`config.mk`:
```
export PLATFORM = sky130hd
export DESIGN_NAME = router_ingress_arbiter
export DESIGN_NICKNAME = d
export VERILOG_FILES = /design/src/rtl/router_pkg.sv /design/src/rtl/router_pkt_buf.sv /design/src/rtl/router_ingress_arbiter.sv
export SDC_FILE = /design/constraint.sdc
export NUM_CORES = 1
export LEC_CHECK = 0
export CAP_MARGIN = 20
export CORE_ASPECT_RATIO = 1.25
export CORE_UTILIZATION = 50
export CTS_CLUSTER_DIAMETER = 150
export DETAILED_ROUTE_END_ITERATION = 16
export DONT_BUFFER_PORTS = 1
export PLACE_DENSITY = 0.69
export SETUP_SLACK_MARGIN = 0.05
export SYNTH_ARGS = -nofsm -noshare
export SYNTH_HDL_FRONTEND = slang
export SYNTH_SLANG_ARGS = --single-unit
```
`constraint.sdc`:
```
create_clock -name clk -period 13.25 [get_ports clk]
set_clock_uncertainty 0.05 [all_clocks]
set_input_delay 1.325 -clock clk [delete_from_list [all_inputs] [get_ports clk]]
set_output_delay 1.325 -clock clk [all_outputs]
set_load 0.05 [all_outputs]
```
`src/rtl/router_pkg.sv`:
```
// router_pkg: shared definitions for the router ingress arbiter.
//   - header field positions (byte 0 of every packet)
//   - the destination address the router cannot accept
//   - arbiter state encoding
package router_pkg;

    localparam int HDR_ADDR_LSB = 0;
    localparam int HDR_ADDR_MSB = 1;
    localparam int HDR_LEN_LSB  = 2;
    localparam int HDR_LEN_MSB  = 7;

    localparam logic [1:0] ADDR_INVALID = 2'b11;

    typedef enum logic [2:0] {
        ST_IDLE    = 3'd0,
        ST_COLLECT = 3'd1,
        ST_CHECK   = 3'd2,
        ST_SEND    = 3'd3,
        ST_GAP     = 3'd4
    } arb_state_e;

endpackage

```
`src/rtl/router_pkt_buf.sv`:
```
// router_pkt_buf: single-packet byte store.
//   clk      - system clock
//   wr_en    - write wr_data at wr_ptr on the rising edge
//   wr_ptr   - write address
//   wr_data  - byte to store
//   rd_ptr   - read address
//   rd_data  - byte at rd_ptr (combinational read)
module router_pkt_buf #(
    parameter int DEPTH = 66,
    parameter int PTR_W = $clog2(DEPTH)
) (
    input  logic             clk,
    input  logic             wr_en,
    input  logic [PTR_W-1:0] wr_ptr,
    input  logic [7:0]       wr_data,
    input  logic [PTR_W-1:0] rd_ptr,
    output logic [7:0]       rd_data
);

    logic [7:0] mem [DEPTH];

    // No reset: contents are only read back after a full packet was written.
    always_ff @(posedge clk) begin
        if (wr_en)
            mem[wr_ptr] <= wr_data;
    end

    assign rd_data = mem[rd_ptr];

endmodule

```
`src/rtl/router_ingress_arbiter.sv`:
```
// router_ingress_arbiter: store-and-forward ingress scheduler in front of the
// router's single input port. Round-robin picks one of N_SRC sources, the
// whole packet (header, payload, parity) is buffered, checked, then either
// replayed to the router or dropped.
//   clk, resetn    - clock, synchronous active-low reset
//   src_valid/data - per-source byte stream (source k at src_data[8k+7:8k])
//   src_ready      - per-source byte accepted this cycle
//   grant          - one-hot buffer owner, zero when idle
//   rtr_pkt_valid  - router packet_valid
//   rtr_data       - router datain
//   rtr_busy       - router busy, holds the current byte
//   drop_addr      - pulse: packet dropped for address 3
//   drop_par       - pulse: packet dropped for parity error
//   arb_idle       - arbiter is in IDLE
module router_ingress_arbiter
    import router_pkg::*;
#(
    parameter int N_SRC     = 3,
    parameter int MAX_LEN   = 63,
    parameter int BUF_DEPTH = 66
) (
    input  logic               clk,
    input  logic               resetn,
    input  logic [N_SRC-1:0]   src_valid,
    input  logic [8*N_SRC-1:0] src_data,
    output logic [N_SRC-1:0]   src_ready,
    output logic [N_SRC-1:0]   grant,
    output logic               rtr_pkt_valid,
    output logic [7:0]         rtr_data,
    input  logic               rtr_busy,
    output logic               drop_addr,
    output logic               drop_par,
    output logic               arb_idle
);

    localparam int PTR_W = $clog2(BUF_DEPTH);
    localparam int SEL_W = $clog2(N_SRC);

    if (BUF_DEPTH < MAX_LEN + 2) begin : g_bad_depth
        $error("BUF_DEPTH must hold MAX_LEN+2 bytes");
    end

    arb_state_e       state;
    logic [N_SRC-1:0] grant_r;
    logic [SEL_W-1:0] g_idx;
    logic [SEL_W-1:0] rr_last;
    logic [PTR_W-1:0] wr_ptr;
    logic [PTR_W-1:0] rd_ptr;
    logic [7:0]       hdr;
    logic [7:0]       par_acc;
    logic             drop_addr_r;
    logic             drop_par_r;

    logic             pick_found;
    logic [SEL_W-1:0] pick_idx;
    logic [7:0]       in_byte;
    logic             accept;
    logic [PTR_W-1:0] len_p;
    logic [PTR_W-1:0] last_ptr;
    logic [7:0]       buf_rd;

    // Round-robin search starting just after the last served source.
    always_comb begin
        pick_found = 1'b0;
        pick_idx   = '0;
        for (int i = 1; i <= N_SRC; i++) begin
            automatic int idx = (int'(rr_last) + i) % N_SRC;
            if (!pick_found && src_valid[idx]) begin
                pick_found = 1'b1;
                pick_idx   = SEL_W'(idx);
            end
        end
    end

    assign in_byte  = src_data[8*g_idx +: 8];
    assign accept   = (state == ST_COLLECT) && src_valid[g_idx];
    assign len_p    = PTR_W'(hdr[HDR_LEN_MSB:HDR_LEN_LSB]);
    assign last_ptr = len_p + PTR_W'(1);

    router_pkt_buf #(.DEPTH(BUF_DEPTH), .PTR_W(PTR_W)) u_buf (
        .clk     (clk),
        .wr_en   (accept),
        .wr_ptr  (wr_ptr),
        .wr_data (in_byte),
        .rd_ptr  (rd_ptr),
        .rd_data (buf_rd)
    );

    // Router side decodes only registered state; rtr_busy never reaches it.
    assign src_ready     = (state == ST_COLLECT) ? grant_r : '0;
    assign grant         = grant_r;
    assign arb_idle      = (state == ST_IDLE);
    assign rtr_pkt_valid = (state == ST_SEND) && (rd_ptr <= len_p);
    assign rtr_data      = (state == ST_SEND) ? buf_rd : 8'h00;
    assign drop_addr     = drop_addr_r;
    assign drop_par      = drop_par_r;

    always_ff @(posedge clk) begin
        if (!resetn) begin
            state       <= ST_IDLE;
            grant_r     <= '0;
            g_idx       <= '0;
            rr_last     <= SEL_W'(N_SRC - 1);
            wr_ptr      <= '0;
            rd_ptr      <= '0;
            hdr         <= '0;
            par_acc     <= '0;
            drop_addr_r <= 1'b0;
            drop_par_r  <= 1'b0;
        end else begin
            drop_addr_r <= 1'b0;
            drop_par_r  <= 1'b0;
            case (state)
                ST_IDLE: begin
                    if (pick_found) begin
                        grant_r           <= '0;
                        grant_r[pick_idx] <= 1'b1;
                        g_idx             <= pick_idx;
                        wr_ptr            <= '0;
                        par_acc           <= '0;
                        state             <= ST_COLLECT;
                    end
                end
                ST_COLLECT: begin
                    if (accept) begin
                        wr_ptr  <= wr_ptr + PTR_W'(1);
                        par_acc <= par_acc ^ in_byte;
                        if (wr_ptr == '0)
                            hdr <= in_byte;
                        // len is only known once the header is in, so the
                        // first byte can never be the last one.
                        if (wr_ptr != '0 && wr_ptr == last_ptr)
                            state <= ST_CHECK;
                    end
                end
                ST_CHECK: begin
                    rr_last <= g_idx;
                    rd_ptr  <= '0;
                    if (hdr[HDR_ADDR_MSB:HDR_ADDR_LSB] == ADDR_INVALID) begin
                        drop_addr_r <= 1'b1;
                        grant_r     <= '0;
                        state       <= ST_IDLE;
                    end else if (par_acc != 8'h00) begin
                        // par_acc includes the parity byte, so a good packet XORs to 0
                        drop_par_r <= 1'b1;
                        grant_r    <= '0;
                        state      <= ST_IDLE;
                    end else begin
                        state <= ST_SEND;
                    end
                end
                ST_SEND: begin
                    if (!rtr_busy) begin
                        if (rd_ptr == last_ptr) begin
                            grant_r <= '0;
                            state   <= ST_GAP;
                        end else begin
                            rd_ptr <= rd_ptr + PTR_W'(1);
                        end
                    end
                end
                ST_GAP:  state <= ST_IDLE;
                default: state <= ST_IDLE;
            endcase
        end
    end

endmodule
```
==> impl_metrics.tcl, run 1 <==
set metrics [dict create \
    die_w_um 196.8 \
    crit_path_start_kind "register" \
    path_class "reg2out" \
    gr-usage-met1_pct 29.32 \
    p_int_mw 3.174 \
    nFillCells 3591 \
    start_util_pct 51.03 \
    post_cts_buffers 0 \
    die_area_um2 48300 \
    firstDrtPassIters 5 \
    yosys.area.top_type "edfxtp_1" \
    drive_gt1_share_pct 16.87 \
    fin_area_um2 26090 \
    rsz0062_at_grt "no" \
    finalCritPeriodShare_pct 46.10 \
    cts_buffers 54 \
    grt_pass1_wl_um 79470 \
    endpoint_kind "primary output" \
    reg2reg_depth 6 \
    ys_top_cells_by_area "edfxtp_1 67%, mux4_2 9.5%, mux2i_1 4.3%" \
    r2r_end "u_buf.mem[48][4]$_DFFE_PP_" \
    arrival_ps 4730 \
    cts_hold_buffers 0 \
    p_seq_share_pct 51.3 \
    setup_violations 0 \
    core_um2 46460 \
    grt_max_degree 131 \
    maxCapViolCount 0 \
    status "finished, final reports clean" \
    reg2reg_setup_slack_ps 8950 \
    ioPinCount 48 \
    tightest_slew_ps 1127 \
    drt_wl_total_um 52990 \
    ys_async_sr_fraction_pct 0 \
    drv_slew 0 \
    power_mw 4.306 \
    drtAntennaViolNets 0 \
    setup_tns_ps 0 \
    p_clk_share_pct 34.6 \
    dp_hpwl_um 32370 \
    die_y_um 245.5 \
    synth_fp_nets 1424 \
    switchingPower_mw 1.132 \
    synth_edf_count 528 \
    worstPathMaxFanout 46 \
    synth-seq-cells 577 \
    hp-class "reg2reg" \
    yosys_most_used_dff "edfxtp_1" \
    nNetsFinal 1423 \
    avgSynthCellArea_um2 17.16 \
    clockBufferDepth 3 \
    synth_cell_types 79 \
    grt_overflow 0 \
    grt_use_total_pct 22.33 \
    slew_headroom_pct 24.88 \
    hold_viol_final 0 \
    clkLatencyLatePin_ps 590 \
    required_ps 11880 \
    irDropWorstVdd_uv 137.8 \
    r2r-start "g_idx[1]$_SDFFE_PN0P_" \
    cts_tree "done" \
    vias_per_cell 6.124 \
    grt_util_met2_pct 37.53 \
    grt_antenna_before_repair 0 \
    synth_warnings 0 \
    placed_cell_area_um2 24390 \
    cts_resized 0 \
    first_global_vias 12620 \
    critPathCapture "rtr_data[3]" \
    p_comb_share_pct 14.0 \
    synth_most_common_cell "edfxtp_1" \
    grt_most_used_layer "met2" \
    clkTransAtPathRegs_ps 60 \
    synth_common_cells "528 x edfxtp_1, 109 x nor2_1, 101 x mux2i_1" \
    p_per_area_nw_per_um2 165.1 \
    cellLeakagePower_nw 7.779 \
    min_from "rr_last[0]$_SDFFE_PN0N_" \
    syn2layout_area_growth_pct 10.01 \
    cts_root_buffer "clkbuf_16" \
    cts.htree.levels 2 \
    drtIter0Drc 1251 \
    wl_per_cell_um 25.81 \
    synth_top_area_share_pct 66.87 \
    clock.fmax_mhz 163.7 \
    drc 0 \
    swShare_pct 26.29 \
    yosysSeqAreaShare_pct 71.00 \
    layout_min_cycle_time_ps 6109 \
    synth_cells 1382 \
    gp_congestion 0.8595 \
    vias 12570 \
    diodes 0 \
    cts_sinks 577 \
    rows 88 \
    netlist_area_um2 23710 \
    utilization_pct 56.14 \
    port_buffers 0 \
    use_met3_pct 4.389 \
]
[power groups by stage]
stage	sequential, mW	clock, mW	combinational, mW
2_1_floorplan	2.23	0	0.447
3_3_place_gp	2.25	0	0.590
3_5_place_dp	2.25	0	0.608
4_1_cts	2.21	1.51	0.612
5_1_grt	2.22	1.58	0.655
6_report	2.21	1.49	0.604
[layout make-up]
class	instances	area (um2)	share of cell area, %
Clock buffer	71	1435	5.502
Clock inverter	27	251.5	0.9641
Inverter	18	67.56	0.2590
Multi-Input combinational cell	711	6539	25.07
Sequential cell	577	16840	64.58
Tap cell	630	788.3	3.022
Timing Repair Buffer	19	158.9	0.6092
[flip-flops by register name, indices dropped and copies added (netlist names), named ones only]
| register | flops |
|---|---|
| grant | 3 |
| state | 3 |
| drop_addr | 1 |
| wr_ptr | 7 |
| u_buf.mem | 528 |
| g_idx | 2 |
| rr_last | 2 |
| hdr | 8 |
| rd_ptr | 7 |
| par_acc | 8 |
| drop_par | 1 |
[cells in the final DEF (no fill, tap or decap), types with 17 or more instances in the layout]
cell type / netlist / final
buf_4: 11 / 17
mux2i_1: 101 / 101
xnor2_1: 18 / 18
edfxtp_1: 528 / 528
nand2_1: 71 / 71
o21ai_0: 23 / 19
a22oi_1: 35 / 35
a21oi_1: 28 / 28
nor2_1: 109 / 109
nand3_1: 17 / 17
mux4_2: 100 / 100
dfxtp_1: 49 / 46
clkbuf_16: 0 / 54
nor3_1: 19 / 18
[how the worst min path moves through the flow]
stage	endpoint	slack (ps)	cells past startpoint
after floorplan	rr_last[0]$_SDFFE_PN0N_	400	2
after global placement	rr_last[0]$_SDFFE_PN0N_	420	2
after detailed placement	rr_last[0]$_SDFFE_PN0N_	420	2
after CTS	rr_last[0]$_SDFFE_PN0N_	430	2
after global routing	rr_last[0]$_SDFFE_PN0N_	460	2
final	rr_last[0]$_SDFFE_PN0N_	430	2
[routing by layer]
layer	vias up	wire length (um)
li1	5493	-
met1	6436	20810
met2	557	26730
met3	87	3950
met4	0	1501
met5	-	0
[cells by family (layout without fill, tap and decap cells)]
group	count (synthesis)	after routing	share of synthesized area (%)
flops	577	577	71.00
simple gates	285	285	5.789
mux	211	211	14.24
compound gates	178	178	5.367
buf+inv	94	135	2.042
xor+xnor	24	24	0.8865
fa+ha+maj	13	13	0.6754
[critical path, stage by stage (launching register included)]
cell and delay (ps):
dfxtp_4 970, buf_4 810, nor2b_1 280, buf_4 290, a22oi_1 190, nand2_1 70, o21ai_0 260, a21oi_1 100
a221oi_2 1070
[through the flow]
step                      setup WS (ps)  hold slack [ps]  cells
after floorplan                    8391            403.6   1382
after global placement             7813            417.2   1954
after detailed placement           7738            423.7   1954
after CTS                          7066            431.4   2052
after global routing               6812            459.6   2053
final                              7141            433.2   2053
(Power assumes the default switching activity.)
==> inputs of run 2 (changes only) <==
PLACE_DENSITY = 0.72   (was 0.69)
clock period = 5.1 ns   (was 13.25 ns; I/O delays follow)
==> run 2 against run 1 <==
Against the previous run: die area unchanged; register-to-register slack got worse by 8000 ps; sequential power rose to 2.6 times the previous value; clock power rose to 2.7 times the previous value; sequential share of layout area down 0.35 points; via count up 1.8%; setup slack got worse by 6400 ps; utilization increased by 0.31 points; wire length is 4.3% higher; non-clock buffer count increased by 11; final area up 0.55%; count of clock-buffer cells in the layout decreased by 3; largest cell class unchanged; largest power group unchanged; highest routed layer unchanged.
==> impl_metrics.tcl, run 2 (same netlist as run 1, synthesis figures left out) <==
set metrics [dict create \
    setup_tns_ps 0 \
    stdcell_count 2064 \
    utilization_pct 56.45 \
    reg2reg_depth 6 \
    drt_wl_total_um 55290 \
    post_cts_buffers 0 \
    layout_min_cycle_time_ps 4320 \
    cellLeakagePower_nw 7.867 \
    worstPathMaxFanout 38 \
    setup_slack_ps 779.6 \
    rows 88 \
    cts_tree "done" \
    port_buffers 0 \
    crit_path_start_kind "register" \
    endpoint_kind "primary output" \
    vias 12800 \
    grt_use_total_pct 23.44 \
    cts_sinks 577 \
    max_flop_register "u_buf.mem" \
    final_cell_mix "528 x edfxtp_1, 109 x nor2_1, 101 x mux2i_1" \
    cts_root_buffer "clkbuf_16" \
    drc 0 \
    diodes 0 \
    path_class "reg2out" \
    p_per_area_nw_per_um2 434.3 \
    drtAntennaViolNets 0 \
    r2r_end "u_buf.mem[47][3]$_DFFE_PP_" \
    nNetsFinal 1432 \
    clkLatencyLatePin_ps 590 \
    cts_resized 0 \
    slew_headroom_pct 27.37 \
    clkTransAtPathRegs_ps 60 \
    placed_cell_area_um2 24480 \
    vias_per_cell 6.199 \
    ioPinCount 48 \
    arrival_ps 3760 \
    core_um2 46460 \
    first_global_vias 12920 \
    grt_overflow 0 \
    min_from "resetn" \
    irDropWorstVdd_uv 351.6 \
    reg2reg_setup_slack_ps 950 \
    rsz0062_at_grt "no" \
    setup_violations 0 \
    reg_top3 "u_buf.mem x528, hdr x8, par_acc x8" \
    wl_per_cell_um 26.79 \
    syn2layout_area_growth_pct 10.61 \
    start_util_pct 51.03 \
    tightest_slew_ps 1087 \
    hold_path_depth 2 \
    status "finished, final reports clean" \
    gp_congestion 0.8658 \
    die_area_um2 48300 \
    finalCritPeriodShare_pct 84.71 \
    die_w_um 196.8 \
    cts_hold_buffers 1 \
    hold_path_end "grant[0]$_SDFFE_PN0P_" \
    dp_hpwl_um 35440 \
    required_ps 4540 \
    hold_viol_final 0 \
    clock.fmax_mhz 231.5 \
    grt_pass1_wl_um 82610 \
    die_y_um 245.5 \
    clockBufferDepth 3 \
    fin_area_um2 26230 \
    drtIter0Drc 1511 \
    placed_cells 1965 \
    maxCapViolCount 0 \
    hp-class "in2reg" \
    drive_gt1_share_pct 17.78 \
    cts.htree.levels 2 \
    grt_max_degree 55 \
    dp_slack_ps 1013 \
    r2r-start "g_idx[0]$_SDFFE_PN0P_" \
    final_common_cell "edfxtp_1" \
    cts_buffers 52 \
    firstDrtPassIters 6 \
    drv_slew 0 \
    grt_antenna_before_repair 0 \
    largest_reg_flops 528 \
]
## run 2: cell count changes in the layout (fill, tap and decap cells not counted)
cell,before,now
buf_12,1,2
buf_4,17,27
buf_6,1,0
bufinv_16,4,7
clkbuf_1,15,13
clkbuf_16,54,53
clkinv_1,10,7
clkinv_2,7,11
clkinv_8,1,0
clkinvlp_4,1,2
dlygate4sd3_1,0,1
inv_6,4,3
## run 2: per-layer routing
layer	track usage [%]	share of wire, %
met5	0	0
met4	9.325	3.8
met3	4.142	7.4
met2	39.79	51
met1	29.96	38
## run 2: power breakdown
part           internal (mW)  switching (mW)  total, mW  leakage, nW
sequential              5.57           0.174       5.75         5.15
clock                   2.30            1.69       3.99        0.850
combinational          0.498            1.16       1.66         1.87
total                   8.37            3.02       11.4         7.87
## run 2: worst max path at each step
| stage | startpoint | end |
|---|---|---|
| final | register | rtr_data[7] |
| after global routing | register | rtr_data[7] |
| after CTS | register | rtr_data[5] |
| after detailed placement | g_idx[0]$_SDFFE_PN0P_ | u_buf.mem[47][1]$_DFFE_PP_ |
| after global placement | g_idx[0]$_SDFFE_PN0P_ | u_buf.mem[39][3]$_DFFE_PP_ |
| after floorplan | g_idx[1]$_SDFFE_PN0P_ | u_buf.mem[0][3]$_DFFE_PP_ |
## run 2: cell type report
| type | count | area (um2) |
|---|---|---|
| timing repair buffer | 30 | 252.7 |
| fill | 3528 | 20240 |
| inverter | 18 | 67.56 |
| multi-input combinational | 711 | 6539 |
| clock inverter | 30 | 332.8 |
| tap | 630 | 788.3 |
| sequential | 577 | 16840 |
| clock buffer | 68 | 1403 |
## run 2: per-stage QoR
step | hold WS (ps) | total power [mW]
final | 24.15 | 11.39
after global placement | 421.5 | 7.482
after CTS | 7.433 | 11.44
after detailed placement | 427.9 | 7.511
after global routing | 15.53 | 11.74
after floorplan | 403.6 | 6.953
## run 2: worst max-delay path, stage by stage (launching register included)
cell and delay [ps]:
dfxtp_4 820, nor2b_1 290, buf_4 290, a22oi_1 270, nand2_1 150, o21ai_0 440, a21oi_1 100, a221oi_2 490
buf_4 290
